`src/rtl/ifu_fetch_if.sv`:
```
// Fetch-controller bus: redirect and pop inputs, I-cache request/response port,
// and the two instruction-FIFO write ports.
interface ifu_fetch_if;
  logic        flush;
  logic [31:0] redirect_pc;
  logic [1:0]  pop_cnt;
  logic        ic_req;
  logic [31:0] ic_addr;
  logic        ic_ready;
  logic        ic_resp_valid;
  logic [31:0] ic_resp_inst1;
  logic [31:0] ic_resp_inst2;
  logic        w_ena_1;
  logic        w_ena_2;
  logic [63:0] w_data_1;
  logic [63:0] w_data_2;

  modport master (
    input  flush, redirect_pc, pop_cnt, ic_ready, ic_resp_valid, ic_resp_inst1, ic_resp_inst2,
    output ic_req, ic_addr, w_ena_1, w_ena_2, w_data_1, w_data_2
  );

  modport slave (
    output flush, redirect_pc, pop_cnt, ic_ready, ic_resp_valid, ic_resp_inst1, ic_resp_inst2,
    input  ic_req, ic_addr, w_ena_1, w_ena_2, w_data_1, w_data_2
  );
endinterface

```
`src/rtl/ifu_fetch_ctrl.sv`:
```
// IFU fetch controller: credit-based fetch issue, in-order tracking of in-flight
// I-cache requests, FIFO write of returned {pc, inst} pairs, and flush draining.
module ifu_fetch_ctrl #(
  parameter int          FIFO_DEPTH = 8,
  parameter int          MAX_OUT    = 2,
  parameter logic [31:0] RESET_PC   = 32'hBFC0_0000
) (
  input logic        clk,
  input logic        rst,
  ifu_fetch_if.master fif
);

  localparam int OCC_W = $clog2(FIFO_DEPTH) + 1;
  localparam int CMP_W = OCC_W + 1;
  localparam int OUT_W = $clog2(MAX_OUT + 1);
  localparam int PTR_W = (MAX_OUT > 1) ? $clog2(MAX_OUT) : 1;

  typedef enum logic {RUN, DRAIN} state_t;

  state_t           state;
  logic [31:0]      pc;
  logic [OCC_W-1:0] occ;
  logic [OUT_W-1:0] outstanding;
  logic [OUT_W-1:0] stale;
  logic [31:0]      inflight_q [MAX_OUT];
  logic [PTR_W-1:0] wr_ptr;
  logic [PTR_W-1:0] rd_ptr;

  logic [1:0]       need;
  logic             credit_ok;
  logic             accept;
  logic             resp_ok;
  logic             resp_wr;
  logic [31:0]      rpc;
  logic [OUT_W-1:0] stale_nx;

  function automatic logic [PTR_W-1:0] ptr_inc(input logic [PTR_W-1:0] p);
    ptr_inc = (p == PTR_W'(MAX_OUT - 1)) ? '0 : p + PTR_W'(1);
  endfunction

  // Occupancy update floors at zero so a stray pop can never wrap the credit count.
  function automatic logic [OCC_W-1:0] occ_next(input logic [OCC_W-1:0] cur,
                                                input logic [1:0] add,
                                                input logic [1:0] sub);
    logic [CMP_W-1:0] sum;
    sum = CMP_W'(cur) + CMP_W'(add);
    occ_next = (sum > CMP_W'(sub)) ? OCC_W'(sum - CMP_W'(sub)) : '0;
  endfunction

  always_comb begin
    need      = pc[2] ? 2'd1 : 2'd2;
    credit_ok = (CMP_W'(occ) + CMP_W'(need)) <= CMP_W'(FIFO_DEPTH);
    resp_ok   = fif.ic_resp_valid & (outstanding != '0);
    resp_wr   = ~rst & resp_ok & (state == RUN) & ~fif.flush;
    rpc       = inflight_q[rd_ptr];
    stale_nx  = outstanding - OUT_W'(resp_ok);
  end

  assign fif.ic_req   = ~rst & (state == RUN) & ~fif.flush &
                        (outstanding < OUT_W'(MAX_OUT)) & credit_ok;
  assign accept       = fif.ic_req & fif.ic_ready;
  assign fif.ic_addr  = pc;
  assign fif.w_ena_1  = resp_wr;
  assign fif.w_ena_2  = resp_wr & ~rpc[2];
  assign fif.w_data_1 = resp_wr ? {rpc, fif.ic_resp_inst1} : '0;
  assign fif.w_data_2 = (resp_wr & ~rpc[2]) ? {rpc + 32'd4, fif.ic_resp_inst2} : '0;

  always_ff @(posedge clk or posedge rst) begin
    if (rst) begin
      state       <= RUN;
      pc          <= RESET_PC;
      occ         <= '0;
      outstanding <= '0;
      stale       <= '0;
      wr_ptr      <= '0;
      rd_ptr      <= '0;
    end else if (fif.flush) begin
      // Everything still in flight becomes stale; its responses are dropped in DRAIN.
      pc          <= fif.redirect_pc;
      occ         <= '0;
      wr_ptr      <= '0;
      rd_ptr      <= '0;
      stale       <= stale_nx;
      outstanding <= stale_nx;
      state       <= (stale_nx != '0) ? DRAIN : RUN;
    end else if (state == DRAIN) begin
      occ <= occ_next(occ, 2'd0, fif.pop_cnt);
      if (resp_ok) begin
        stale       <= stale - OUT_W'(1);
        outstanding <= outstanding - OUT_W'(1);
        if (stale == OUT_W'(1)) state <= RUN;
      end
    end else begin
      occ         <= occ_next(occ, accept ? need : 2'd0, fif.pop_cnt);
      outstanding <= outstanding + OUT_W'(accept) - OUT_W'(resp_wr);
      if (accept) begin
        pc     <= pc + (pc[2] ? 32'd4 : 32'd8);
        wr_ptr <= ptr_inc(wr_ptr);
      end
      if (resp_wr) rd_ptr <= ptr_inc(rd_ptr);
    end
  end

  always_ff @(posedge clk) begin
    if (accept) inflight_q[wr_ptr] <= pc;
  end

endmodule

```
`src/flat_wrapper.sv`:
```
// flat-port wrapper written by rule: the top's interface ports become plain ports
module ifu_fetch_ctrl_flat 
#(
  parameter int          FIFO_DEPTH = 8,
  parameter int          MAX_OUT    = 2,
  parameter logic [31:0] RESET_PC   = 32'hBFC0_0000
)
  (clk, rst, fif_flush, fif_redirect_pc, fif_pop_cnt, fif_ic_ready, fif_ic_resp_valid, fif_ic_resp_inst1, fif_ic_resp_inst2, fif_ic_req, fif_ic_addr, fif_w_ena_1, fif_w_ena_2, fif_w_data_1, fif_w_data_2);
  ifu_fetch_if fif_i ();
  input logic clk;
  input logic rst;
  input wire logic [$bits(fif_i.flush)-1:0] fif_flush;
  input wire logic [$bits(fif_i.redirect_pc)-1:0] fif_redirect_pc;
  input wire logic [$bits(fif_i.pop_cnt)-1:0] fif_pop_cnt;
  input wire logic [$bits(fif_i.ic_ready)-1:0] fif_ic_ready;
  input wire logic [$bits(fif_i.ic_resp_valid)-1:0] fif_ic_resp_valid;
  input wire logic [$bits(fif_i.ic_resp_inst1)-1:0] fif_ic_resp_inst1;
  input wire logic [$bits(fif_i.ic_resp_inst2)-1:0] fif_ic_resp_inst2;
  output wire logic [$bits(fif_i.ic_req)-1:0] fif_ic_req;
  output wire logic [$bits(fif_i.ic_addr)-1:0] fif_ic_addr;
  output wire logic [$bits(fif_i.w_ena_1)-1:0] fif_w_ena_1;
  output wire logic [$bits(fif_i.w_ena_2)-1:0] fif_w_ena_2;
  output wire logic [$bits(fif_i.w_data_1)-1:0] fif_w_data_1;
  output wire logic [$bits(fif_i.w_data_2)-1:0] fif_w_data_2;
  assign fif_i.flush = fif_flush;
  assign fif_i.redirect_pc = fif_redirect_pc;
  assign fif_i.pop_cnt = fif_pop_cnt;
  assign fif_i.ic_ready = fif_ic_ready;
  assign fif_i.ic_resp_valid = fif_ic_resp_valid;
  assign fif_i.ic_resp_inst1 = fif_ic_resp_inst1;
  assign fif_i.ic_resp_inst2 = fif_ic_resp_inst2;
  assign fif_ic_req = fif_i.ic_req;
  assign fif_ic_addr = fif_i.ic_addr;
  assign fif_w_ena_1 = fif_i.w_ena_1;
  assign fif_w_ena_2 = fif_i.w_ena_2;
  assign fif_w_data_1 = fif_i.w_data_1;
  assign fif_w_data_2 = fif_i.w_data_2;
  ifu_fetch_ctrl #(.FIFO_DEPTH(FIFO_DEPTH), .MAX_OUT(MAX_OUT), .RESET_PC(RESET_PC)) u_core (.clk(clk), .rst(rst), .fif(fif_i));
endmodule
```
`config.mk`:
```
export PLATFORM = sky130hd
export DESIGN_NAME = ifu_fetch_ctrl_flat
export DESIGN_NICKNAME = d
export VERILOG_FILES = /design/src/rtl/ifu_fetch_if.sv /design/src/rtl/ifu_fetch_ctrl.sv /design/src/flat_wrapper.sv
export SDC_FILE = /design/constraint.sdc
export NUM_CORES = 1
export LEC_CHECK = 0
export CAP_MARGIN = 20
export CORE_ASPECT_RATIO = 0.5
export CORE_MARGIN = 2
export CORE_UTILIZATION = 30
export DETAILED_ROUTE_END_ITERATION = 10
export GPL_TIMING_DRIVEN = 0
export SETUP_SLACK_MARGIN = 0.3
export SKIP_CTS_REPAIR_TIMING = 1
export SLEW_MARGIN = 20
export SYNTH_ARGS = -nofsm -noshare
export SYNTH_HDL_FRONTEND = slang
export SYNTH_SLANG_ARGS = --single-unit
export TNS_END_PERCENT = 10
```
`constraint.sdc`:
```
create_clock -name clk -period 5.08 [get_ports clk]
set_input_delay 1.524 -clock clk [delete_from_list [all_inputs] [get_ports clk]]
set_output_delay 1.524 -clock clk [all_outputs]
set_load 0.05 [all_outputs]
```
==> impl_metrics.ini <==
[clock_tree]
root_buffer = clkbuf_16
path_clk_slew_ps = 70
cts.sinks = 107
cts_tree = done
htreeDepth = 3
clockBufferDepth = 2
cts_buffers = 9
clock_latency_ps = 340

[timing]
maxSlewHeadroom_pct = 50.33
worst_pin_slew_ps = 745.1
setup-tns-final_ps = 0
setup_viol = 0
slew_violations = 0
holdWs_ps = 503.7
rsz0062_at_grt = true
min_period_over_period_pct = 93.60
max_freq_ghz = 0.2103
fin_crit_ps = 4755
clock_skew_ps = 6.787
hold_violations = 0

[yosys]
yosys_warnings = 0
synth_cells = 670
synth_seq_area_share_pct = 45.38
synth_cell_types = 63
async_reset_ff_share_pct = 40.19
synth_edf_count = 64
syn-num-nets = 793
synth_seq_cells = 107
synth_ff_type = edfxtp_1
syn_area_per_cell_um2 = 9.898
synth_area_um2 = 6631

[critical_path]
crit_family = compound AO/OA/AOI/OAI gates
end_kind = flop
r2r_slack_ps = 420
critPathBufInv = 3
max_stage_delay_ps = 470
r2r_end = u_core.occ[2]$_DFF_PP0_
cp_cell_sequence = dlymetal6s2s_1, nor4_2, o211ai_1, a21o_1, buf_2, buf_2, nor2_1, ha_1, fa_1, ha_1, nor2b_1, a2bb2oi_1, o41ai_4, o22ai_1, a2bb2oi_1
criticalPathCategory = in2reg
crit_path_top_delay_cell = fa_1
cp.required_ps = 5310
cp.arrival_ps = 4990
critPathLaunchType = input port
worst-r2r-cell-count = 17
crit_fanout = 10
r2r-start = u_core.fif.ic_addr[2]$_DFFE_PP0P_

[finish]
drive_gt1_share_pct = 19.92
fin_util_pct = 46.75
nNetsFinal = 1082
final_cells = 1264
mostFrequentLayoutCells = 131 x clkdlybuf4s50_1, 77 x clkbuf_2, 72 x and3_1
syn_to_final_growth_pct = 52.85
mostFrequentLayoutCell = clkdlybuf4s50_1
n_antenna_cell = 0

[routing]
drtIter0Drc = 542
drtAntennaViolNets = 0
drcViolationCount = 0
vias = 6523
drtPass1Iterations = 5
drt_wl_total_um = 25200
viasPerCell = 5.161
routedWlPerCell_um = 19.94

[min_path]
hold_path_class = reg2reg
hold_path_depth = 0
min_from = u_core.fif.ic_addr[1]$_DFFE_PP0P_
holdPathEnd = u_core.inflight_q[1][1]$_DFFE_PP_

[status]
outcome = complete, no violations

[pwr]
leakage_nw = 4.866
power_density_nw_per_um2 = 307.0
max-vdd-ir-drop_mv = 0.1868

[die]
die_w_um = 214.3
ios = 266
die_area_um2 = 23380
fp-row-count = 38
fp.coreArea_um2 = 21680
initial_core_util_pct = 30.59
die_h_um = 109.1

[global_routing]
grt_max_degree = 25
grt_antenna_before_repair = 0
grt_overflow_total = 0
grt_usage_pct = 20.21
grt_pass1_vias = 6305
grt_pass1_wl_um = 36450

[place]
dpl.cell_count = 1238
port_buffers = 265
place.gp.congestion = 0.9046
hpwl_um = 19690

[flow_run]
drv_cap = 0
kinds of logic (layout without fill, tap and decap cells):
family                   after synthesis  after routing  share of synthesized area, %
AND/OR/NAND/NOR                      295            295                         23.30
flip-flops                           107            107                         45.38
adder cells (fa/ha/maj)               20             20                         4.226
XOR/XNOR                              18             18                         2.377
multiplexers                          58             58                         9.000
AO/OA/AOI/OAI                         93             93                         10.79
buffers and inverters                 79            373                         4.925
per-stage QoR:
step | setup slack [ps] | power (W) | area (um^2)
after CTS | -1896 | 0.003071 | 10090
after detailed placement | -1884 | 0.002359 | 9786
after global placement | -1791 | 0.002329 | 9702
final | 324.9 | 0.003112 | 10140
after global routing | 143.1 | 0.003283 | 10140
after floorplan | -13.70 | 0.001925 | 6674
routing by layer:
| metal | track usage [%] | wire [um] | up-vias |
|---|---|---|---|
| li1 | - | - | 3079 |
| met1 | 26.97 | 11340 | 3172 |
| met2 | 34.55 | 12100 | 244 |
| met3 | 2.957 | 1361 | 28 |
| met4 | 5.754 | 393 | 0 |
| met5 | 0 | 0 | - |
worst reg2reg max path: cells and delay by family, from the launching register on:
kind            cells  cell delay, ps
compound gates      6            1310
flops               1             520
buf+inv             3             650
simple gates        2             240
xor+xnor            1             180
fa+ha+maj           5            1660
worst max path at each step:
stage                   start                 endpoint  slack (ps)  cells after the start
finish              fif_flush  u_core.occ[2]$_DFF_PP0_         320                     15
CTS                 fif_flush         fif_w_data_2[36]       -1900                      8
detailed placement  fif_flush         fif_w_data_2[36]       -1880                      8
global placement    fif_flush         fif_w_data_2[36]       -1790                      8
floorplan           fif_flush         fif_w_data_2[50]         -10                      5
global route        fif_flush  u_core.occ[2]$_DFF_PP0_         140                     15
state kept, by name (all words and copies together), names as in the netlist:
name	flops
u_core.inflight_q	64
u_core.fif.ic_addr	32
u_core.occ	4
u_core.outstanding	2
u_core.stale	2
u_core.rd_ptr	1
u_core.state	1
u_core.wr_ptr	1
cells in the mapped netlist, types with 6 or more instances:
library cell | count | area, um^2
a211oi_1 | 6 | 45.04
a21oi_1 | 14 | 70.07
a221o_1 | 17 | 170.2
and3_1 | 72 | 450.4
buf_2 | 8 | 40.04
clkbuf_1 | 32 | 120.1
dfrtp_1 | 34 | 850.8
dfstp_2 | 9 | 236.5
edfxtp_1 | 64 | 1922
ha_1 | 16 | 200.2
inv_1 | 30 | 112.6
mux2_2 | 13 | 146.4
mux2i_1 | 45 | 450.4
nand2_1 | 36 | 135.1
nand3_1 | 27 | 135.1
nand3b_1 | 8 | 60.06
nand4_1 | 9 | 56.30
nor2_1 | 69 | 259.0
nor3_1 | 29 | 145.1
nor4_1 | 17 | 106.4
o21ai_0 | 8 | 40.04
xnor2_1 | 10 | 87.58
xor2_1 | 8 | 70.07
final cells by class:
class	count	area [um^2]
timing repair inverter	1	5.005
inverter	31	122.6
tap	300	375.4
clock buffer	11	232.7
multi-input combinational	484	3467
timing repair buffer	277	2536
buffer	48	317.8
fill	2046	11540
sequential	107	3012
clock inverter	5	67.56
power by group:
part           switching [W]  leakage [nW]  total [W]  internal, W
Combinational       0.000776          3.63    0.00127     0.000492
Clock               0.000321         0.147   0.000712     0.000391
Sequential          0.000108          1.09    0.00113      0.00102
Total                0.00121          4.87    0.00311      0.00191
Power figures use the tool's default switching activity.
